==> config.mk <==
export PLATFORM = sky130hd
export DESIGN_NAME = mult_op_sequencer
export DESIGN_NICKNAME = d
export VERILOG_FILES = /design/src/rtl/mult_op_sequencer.sv
export SDC_FILE = /design/constraint.sdc
export NUM_CORES = 1
export LEC_CHECK = 0
export BUFFER_PORTS_ARGS = -buffer_cell sky130_fd_sc_hd__buf_4
export CAP_MARGIN = 20
export CELL_PAD_IN_SITES_DETAIL_PLACEMENT = 2
export CELL_PAD_IN_SITES_GLOBAL_PLACEMENT = 2
export CORE_MARGIN = 4
export CORE_UTILIZATION = 35
export CTS_BUF_LIST = sky130_fd_sc_hd__clkbuf_8
export CTS_CLUSTER_DIAMETER = 50
export CTS_CLUSTER_SIZE = 12
export DETAILED_ROUTE_END_ITERATION = 7
export PLACE_DENSITY = 0.92
export SLEW_MARGIN = 20
export SYNTH_ARGS = -nofsm -noshare
export SYNTH_HDL_FRONTEND = slang
export SYNTH_SLANG_ARGS = --single-unit
==> constraint.sdc <==
create_clock -name clk -period 14.9 [get_ports clk]
set_input_delay 0.745 -clock clk [delete_from_list [all_inputs] [get_ports clk]]
set_output_delay 0.745 -clock clk [all_outputs]
set_load 0.01 [all_outputs]
==> src/rtl/mult_op_sequencer.sv <==
// mult_op_sequencer: command/response sequencer for the 32x16 SIMD multiplier, incl. two-pass 32x16 long multiply.
// Define MULT_OP_SEQ_STATS_EN to add stat_ops/stat_stall counters.
module mult_op_sequencer #(
  parameter int OUT_W = 64
) (
  input  logic             clk,
  input  logic             reset,
  input  logic             cmd_valid,
  output logic             cmd_ready,
  input  logic [1:0]       cmd_op,
  input  logic [31:0]      cmd_a,
  input  logic [15:0]      cmd_b,
  input  logic             cmd_a_sign,
  input  logic             cmd_b_sign,
  output logic [31:0]      mul_a,
  output logic [15:0]      mul_b,
  output logic             mul_a_sign,
  output logic             mul_b_sign,
  output logic [1:0]       mul_mode,
  input  logic [31:0]      mul_result_0,
  input  logic [31:0]      mul_result_1,
  input  logic [1:0]       mul_carry,
  output logic             rsp_valid,
  input  logic             rsp_ready,
  output logic [OUT_W-1:0] rsp_data,
  output logic [1:0]       rsp_carry
`ifdef MULT_OP_SEQ_STATS_EN
  ,
  output logic [15:0]      stat_ops,
  output logic [15:0]      stat_stall
`endif
);
  typedef enum logic [2:0] {IDLE, EXEC, PASS0, PASS1, RESP} state_t;
  state_t state, next;
  logic [1:0] op_q;
  logic a_sign_q, b_sign_q;
  logic [15:0] a_hi_q;
  logic [31:0] p, p0;
  logic [47:0] prod48;
  logic start, long_op;
  assign p = {mul_result_1[31:20], mul_result_0[19:0]};
  // low pass P0 is unsigned in A, so it only sign-extends when B is signed
  assign prod48 = {p, 16'b0} + {{16{b_sign_q & p0[31]}}, p0};
  assign long_op = cmd_op == 2'b11;
  always_comb begin
    next = state;
    case (state)
      IDLE:    next = cmd_valid ? (long_op ? PASS0 : EXEC) : IDLE;
      EXEC:    next = RESP;
      PASS0:   next = PASS1;
      PASS1:   next = RESP;
      RESP:    next = rsp_ready ? IDLE : RESP;
      default: next = IDLE;
    endcase
    cmd_ready = state == IDLE;
    rsp_valid = state == RESP;
    start = cmd_ready & cmd_valid;
  end
  always_ff @(posedge clk or posedge reset)
    if (reset) state <= IDLE;
    else state <= next;
  always_ff @(posedge clk or posedge reset)
    if (reset) begin
      op_q <= '0;
      a_sign_q <= 1'b0;
      b_sign_q <= 1'b0;
      a_hi_q <= '0;
      p0 <= '0;
      mul_a <= '0;
      mul_b <= '0;
      mul_a_sign <= 1'b0;
      mul_b_sign <= 1'b0;
      mul_mode <= '0;
      rsp_data <= '0;
      rsp_carry <= '0;
    end else begin
      if (start) begin
        op_q <= cmd_op;
        a_sign_q <= cmd_a_sign;
        b_sign_q <= cmd_b_sign;
        a_hi_q <= cmd_a[31:16];
        mul_a <= long_op ? {16'b0, cmd_a[15:0]} : cmd_a;
        mul_b <= cmd_b;
        mul_a_sign <= cmd_a_sign & ~long_op;
        mul_b_sign <= cmd_b_sign;
        mul_mode <= long_op ? 2'b00 : cmd_op;
      end
      if (state == PASS0) begin
        p0 <= p;
        mul_a <= {16'b0, a_hi_q};
        mul_a_sign <= a_sign_q;
      end
      if (state == EXEC) begin
        rsp_data <= (op_q == 2'b00) ? {{32{(a_sign_q | b_sign_q) & p[31]}}, p} : {mul_result_1, mul_result_0};
        rsp_carry <= (op_q == 2'b00) ? 2'b00 : mul_carry;
      end
      if (state == PASS1) begin
        rsp_data <= {{16{(a_sign_q | b_sign_q) & prod48[47]}}, prod48};
        rsp_carry <= 2'b00;
      end
    end
`ifdef MULT_OP_SEQ_STATS_EN
  always_ff @(posedge clk or posedge reset)
    if (reset) begin
      stat_ops <= '0;
      stat_stall <= '0;
    end else begin
      if (rsp_valid & rsp_ready) stat_ops <= stat_ops + 16'd1;
      if (rsp_valid & ~rsp_ready) stat_stall <= stat_stall + 16'd1;
    end
`endif
endmodule

==> results.json, run 1 <==
{
  "start_util": 0.360,
  "setup_violations": 0,
  "fin_cells": 1507,
  "fin_skew_ns": 0.0172,
  "synth_seq_area_share": 0.486,
  "hpwl_um": 24300,
  "clockPowerShare": 0.141,
  "vias_per_cell": 5.56,
  "synthCells": 970,
  "required_ns": 15.20,
  "fmax_ghz": 0.264,
  "syn_area_per_cell_um2": 9.14,
  "cts_buffers": 17,
  "hold_viol": 0,
  "cap_viol_max_count": 0,
  "ys_types": 64,
  "end_kind": "flip-flop",
  "antenna_left": 0,
  "max-clock-path-buffers": 2,
  "firstDrtPassIters": 5,
  "path_clk_slew_ns": 0.11,
  "dieArea_mm2": 0.0279,
  "status": "finished clean",
  "gp_congestion": 0.856,
  "power.internal_uw": 1390,
  "p_leak_uw": 0.00535,
  "synth-async-reset-ratio": 1.00,
  "post-cts-setup-buffers": 0,
  "powerDensity_mw_per_mm2": 222,
  "final_common_cell": "buf_4",
  "r2r_setup_slack_ns": 11.11,
  "crit_chain": "ha_1, a21oi_1, nand3_1, nor3b_1, nor3_2, a21oi_2, o21ai_2, o22ai_2, mux2i_2, a21oi_1",
  "p_seq_frac": 0.338,
  "ioPinCount": 242,
  "rsz0062_at_grt": "no",
  "hp-class": "in -> async",
  "timing_max_transition_violations_final": 0,
  "synth-seq-cells": 172,
  "crit_fanout": 16,
  "worstSkewPairLatency_ns": 0.48,
  "grt_max_degree": 65,
  "n_antenna_cell": 0,
  "drt-wirelength-per-cell_um": 23.5,
  "grt_pass1_vias": 9423,
  "port_buffers": 241,
  "grt_pass1_wl_um": 55500,
  "gr-total-overflow": 0,
  "sw_frac_of_total": 0.446,
  "cts-resized-gates": 0,
  "grt_usage": 0.249,
  "synth_edf_count": 0,
  "period_needed_ns": 3.79,
  "clock-root-buffer": "clkbuf_8",
  "fillCellCount": 2685,
  "cp_slowest_cell": "mux2i_2",
  "cts_tree": "done",
  "dpl.cell_count": 1475,
  "syn_nets": 1109,
  "nets": 1309,
  "crit_path_start_kind": "flip-flop",
  "yosysWarnings": 0,
  "area_growth_syn_to_layout_pct": 27.3,
  "cts.sinks": 172,
  "core-area_mm2": 0.0246,
  "syn_area_mm2": 0.00886,
  "mostFrequentLayoutCells": "buf_4 (251), nand2_1 (229), dfrtp_1 (171)",
  "cts_hold_buf": 0,
  "worst_slew_pin_slew_ns": 0.953,
  "cp.arrival_ns": 4.08,
  "antenna_found_initial": 0,
  "finalCritPeriodShare": 0.254,
  "drtIter0Drc": 598,
  "via_count": 8380,
  "synth_flop_cell": "dfrtp_1",
  "drive_above_1_share": 0.284,
  "cp_common_cell": "a21oi_1",
  "p_sw_uw": 1120,
  "cp_slowest_stage_delay_ns": 0.84,
  "vdd_ir_drop_max_v": 0.0000797,
  "drcViolationCount": 0,
  "h-tree-depth": 4,
  "fp-row-count": 57,
  "die-height_um": 167,
  "drt-total-wl_um": 35400,
  "criticalPathCategory": "reg -> reg",
  "combPwrFrac": 0.521,
  "die_x_um": 167,
  "setup_tns_ns": 0,
  "relSlewSlack": 0.352
}
==> power by group through the flow <==
stage                     Combinational, µW  Sequential [µW]  Clock, µW
after floorplan                         691              879          0
after global routing                   1430              872        382
after global placement                 1210              832          0
final                                  1310              846        354
after CTS                              1320              846        362
after detailed placement               1290              851          0
==> cells by family after synthesis <==
kind of cell / Yosys count / synth area share
adders and majority gates: 17 / 0.0248
AOI/OAI and AO/OA: 227 / 0.160
xor gates and xnor gates: 29 / 0.0287
and+or+nand+nor: 390 / 0.194
muxes: 59 / 0.0717
buffers and inverters: 76 / 0.0357
DFF: 172 / 0.486
==> cells in the mapped netlist (6+ instances only) <==
master	number	area [µm²]
a22o_1	18	158
a21o_1	7	52.6
inv_1	6	22.5
xnor2_1	22	193
ha_1	16	200
nor3_1	19	95.1
a22oi_1	17	128
a211oi_1	6	45.0
nand3_1	18	90.1
mux2_2	33	372
nand2_1	229	860
a21oi_1	76	380
clkbuf_1	57	214
and2_1	18	113
dfrtp_1	172	4300
xor2_1	7	61.3
nor2_1	61	229
mux2i_1	25	250
o21ai_0	60	300
or3_1	6	37.5
a31oi_1	9	56.3
==> metrics by stage <==
stage	area, µm²	hold WS, ns	setup slack, ns	total power, µW	util
floorplan	8860	0.447	9.49	1570	-
global placement	10900	0.456	11.18	2040	0.442
detailed placement	10900	0.468	10.93	2140	0.442
CTS	11300	0.292	11.19	2520	0.459
global route	11300	0.300	10.93	2680	0.459
finish	11300	0.287	11.11	2510	0.459
==> worst paths after layout <==
| path | startpoint | endpoint | cells past startpoint |
|---|---|---|---|
| setup / recovery | p0[24]$_DFFE_PP0P_ | rsp_data[55]$_DFFE_PP0P_ | 10 |
| min in group clk | cmd_b[2] | mul_b[2]$_DFFE_PP0P_ | 3 |
| setup reg to reg | p0[24]$_DFFE_PP0P_ | rsp_data[55]$_DFFE_PP0P_ | 10 |
| max in group asynchronous | reset | state[1]$_DFF_PP0_ | 3 |
| hold reg to reg | mul_b[9]$_DFFE_PP0P_ | mul_b[9]$_DFFE_PP0P_ | 2 |
| hold / removal | reset | rsp_data[61]$_DFFE_PP0P_ | 2 |
==> registers in the layout, summed over array words and instances (netlist names) <==
register,cells
mul_mode,2
a_sign_q,1
rsp_carry,2
state,3
rsp_data,64
a_hi_q,16
b_sign_q,1
mul_b,16
op_q,2
mul_a_sign,1
p0,32
mul_a,32
==> critical path, delay by kind of cell, from the launching register on <==
family / cells / cell delay [ns]
fa+ha+maj: 1 / 0.38
flops: 1 / 0.41
compound gates: 5 / 1.28
mux: 1 / 0.84
simple gates: 3 / 0.68
==> area by class of cell <==
type	instances	area [µm²]	share of cell area
Sequential cell	172	4310	0.381
Clock inverter	15	165	0.0146
Multi-Input combinational cell	722	4270	0.378
Clock buffer	17	234	0.0207
Inverter	6	27.5	0.00244
Timing Repair Buffer	251	1880	0.167
Tap cell	324	405	0.0359
==> routing by layer <==
metal | global-route usage | wire length (µm) | vias to the layer above
met5 | 0 | 0 | -
met4 | 0.0709 | 777 | 0
met3 | 0.0802 | 2810 | 59
met2 | 0.423 | 17400 | 310
met1 | 0.306 | 14400 | 4263
li1 | - | - | 3748
Note: power is estimated with default switching activity, not from simulation.
==> run 2, diff against run 1 <==
--- a/config.mk
+++ b/config.mk
@@ -10,12 +10,12 @@
 export CELL_PAD_IN_SITES_DETAIL_PLACEMENT = 2
 export CELL_PAD_IN_SITES_GLOBAL_PLACEMENT = 2
 export CORE_MARGIN = 4
-export CORE_UTILIZATION = 35
+export CORE_UTILIZATION = 29
 export CTS_BUF_LIST = sky130_fd_sc_hd__clkbuf_8
 export CTS_CLUSTER_DIAMETER = 50
 export CTS_CLUSTER_SIZE = 12
 export DETAILED_ROUTE_END_ITERATION = 7
-export PLACE_DENSITY = 0.92
+export PLACE_DENSITY = 0.82
 export SLEW_MARGIN = 20
 export SYNTH_ARGS = -nofsm -noshare
 export SYNTH_HDL_FRONTEND = slang
==> constraint.sdc (replaced) <==
create_clock -name clk -period 3.1 [get_ports clk]
set_input_delay 0.155 -clock clk [delete_from_list [all_inputs] [get_ports clk]]
set_output_delay 0.155 -clock clk [all_outputs]
set_load 0.01 [all_outputs]
==> run 2 against run 1 <==
  * Global-route usage is 2.8 points lower
  * Cell count is 10% higher
  * Via count is 2.0% higher
  * Count of clock-buffer cells in the layout is 2 higher
  * Routed wire length is 4.6% higher
  * Die area is 20% higher
==> results.json, run 2 (same netlist as run 1, synthesis figures left out) <==
{
  "sw_frac_of_total": 0.441,
  "drt-wirelength-per-cell_um": 22.3,
  "finalCritPeriodShare": 0.960,
  "die-height_um": 183,
  "h-tree-depth": 4,
  "p_seq_frac": 0.337,
  "firstDrtPassIters": 5,
  "cts_tree": "done",
  "hold_viol": 0,
  "antenna_left": 0,
  "r2r_setup_slack_ns": 0.12,
  "worstRegToRegCells": 10,
  "min_from": "mul_result_1[13]",
  "setup_violations": 0,
  "dp_slack_ns": 0.0873,
  "drtIter0Drc": 367,
  "grt_pass1_vias": 9572,
  "hold-path-endpoint": "rsp_data[45]$_DFFE_PP0P_",
  "cp_slowest_stage_delay_ns": 0.45,
  "status": "finished clean",
  "worstSkewPairLatency_ns": 0.48,
  "clockPowerShare": 0.139,
  "p_total_uw": 12200,
  "fp-row-count": 63,
  "power.internal_uw": 6790,
  "grt_usage": 0.221,
  "end_kind": "flip-flop",
  "gp_congestion": 0.849,
  "crit_path_start_kind": "flip-flop",
  "dieArea_mm2": 0.0334,
  "regMostFlops": "rsp_data",
  "multi_input_area_mm2": 0.00431,
  "core-area_mm2": 0.0299,
  "gr-total-overflow": 0,
  "relSlewSlack": 0.410,
  "powerDensity_mw_per_mm2": 990,
  "criticalPathCategory": "reg -> reg",
  "drcViolationCount": 0,
  "seqCellArea_mm2": 0.00431,
  "cts_buffers": 17,
  "start_util": 0.297,
  "area_growth_syn_to_layout_pct": 38.5,
  "mostFrequentLayoutCells": "buf_4 (262), nand2_1 (229), dfrtp_1 (171)",
  "drive_above_1_share": 0.281,
  "r2r-start": "p0[26]$_DFFE_PP0P_",
  "nets": 1398,
  "max-clock-path-buffers": 2,
  "path_clk_slew_ns": 0.10,
  "grt_pass1_wl_um": 58400,
  "port_buffers": 241,
  "hpwl_um": 24400,
  "hold-path-cell-count": 3,
  "cap_viol_max_count": 0,
  "cts.sinks": 172,
  "antenna_found_initial": 0,
  "vdd_ir_drop_max_v": 0.000329,
  "die_x_um": 183,
  "largest_reg_flops": 64,
  "cp_slowest_cell": "mux2i_1",
  "combPwrFrac": 0.524,
  "hp-class": "in -> reg",
  "crit_fanout": 7,
  "required_ns": 3.43,
  "via_count": 8549,
  "clock-root-buffer": "clkbuf_8",
  "n_antenna_cell": 0,
  "p_sw_uw": 5360,
  "ioPinCount": 242,
  "p_leak_uw": 0.00572,
  "regToRegEndpoint": "rsp_data[43]$_DFFE_PP0P_",
  "crit_chain": "ha_2, a21oi_4, a21boi_0, a32o_1, nor3_2, a21oi_4, o211ai_1, o221ai_1, mux2i_1, nor3_2",
  "vias_per_cell": 5.15,
  "worst_slew_pin_slew_ns": 0.885,
  "cp.arrival_ns": 3.31,
  "reg_top3": "rsp_data (64), mul_a (32), p0 (32)",
  "fin_skew_ns": 0.0208,
  "final_common_cell": "buf_4",
  "timing_max_transition_violations_final": 0,
  "drt-total-wl_um": 37000,
  "fmax_ghz": 0.336,
  "setup_tns_ns": 0,
  "fillCellCount": 3230,
  "setup_ws_ns": 0.124,
  "grt_max_degree": 67,
  "period_needed_ns": 2.98
}
==> run 2: cell count changes in the layout (fill, tap and decap cells not counted), sizes merged <==
cell / change
dlygate4sd3: +77
buf: +12
clkbuf: +2
clkinv: -2
bufinv: -1
clkinvlp: +1
inv: -1
==> run 2: worst max path at each step <==
stage,from,depth (start not counted),slack (ns),to
final,p0[26]$_DFFE_PP0P_,10,0.12,rsp_data[43]$_DFFE_PP0P_
after global routing,p0[26]$_DFFE_PP0P_,10,-0.02,rsp_data[43]$_DFFE_PP0P_
after CTS,p0[16]$_DFFE_PP0P_,11,0.06,rsp_data[40]$_DFFE_PP0P_
after detailed placement,p0[22]$_DFFE_PP0P_,10,0.09,rsp_data[39]$_DFFE_PP0P_
after global placement,p0[16]$_DFFE_PP0P_,11,0.18,rsp_data[40]$_DFFE_PP0P_
after floorplan,p0[26]$_DFFE_PP0P_,11,0.41,rsp_data[33]$_DFFE_PP0P_
==> run 2: cell type report <==
cell class,count,share of cell area
Clock buffer,19,0.0213
Sequential cell,172,0.351
Inverter,6,0.00214
Tap cell,390,0.0397
Timing Repair Buffer,340,0.225
Multi-Input combinational cell,722,0.351
Clock inverter,12,0.0103
==> run 2: power groups by stage <==
stage               clock network [µW]  registers [µW]  logic, µW
finish                            1690            4090       6370
CTS                               1740            4060       6280
floorplan                            0            4230       3320
global placement                     0            4030       5920
detailed placement                   0            4100       6150
global route                      1840            4250       7020
==> run 2: per-layer routing <==
| layer | up-vias | wire length, µm | global-route usage |
|---|---|---|---|
| met2 | 267 | 18400 | 0.384 |
| li1 | 3931 | - | - |
| met4 | 0 | 487 | 0.0453 |
| met3 | 26 | 2300 | 0.0571 |
| met5 | - | 0 | 0 |
| met1 | 4325 | 15800 | 0.279 |
==> run 2: through the flow <==
step	util	cell area [µm²]	hold slack, ns	cells
after floorplan	-	8870	0.260	970
after global placement	0.371	11100	0.344	1553
after detailed placement	0.371	11100	0.351	1553
after CTS	0.410	12200	0.000680	1661
after global routing	0.411	12300	0.00688	1661
final	0.411	12300	0.0373	1661
==> run 2: worst max-delay path: cells and delay by family, from the launching register on <==
| family | cells | cell delay, ns |
|---|---|---|
| AO/OA/AOI/OAI | 6 | 1.13 |
| adder cells (fa/ha/maj) | 1 | 0.44 |
| flip-flops | 1 | 0.40 |
| multiplexers | 1 | 0.45 |
| AND/OR/NAND/NOR | 2 | 0.43 |
==> run 2: repair_timing <==
item                                    in CTS  in global routing
hold buffers                                77                  0
pin swaps                                    0                  0
endpoints found under the setup margin       1                 23
setup buffers                                0                  0
endpoints found under the hold margin      169                  0
gates resized for setup                      1                  9
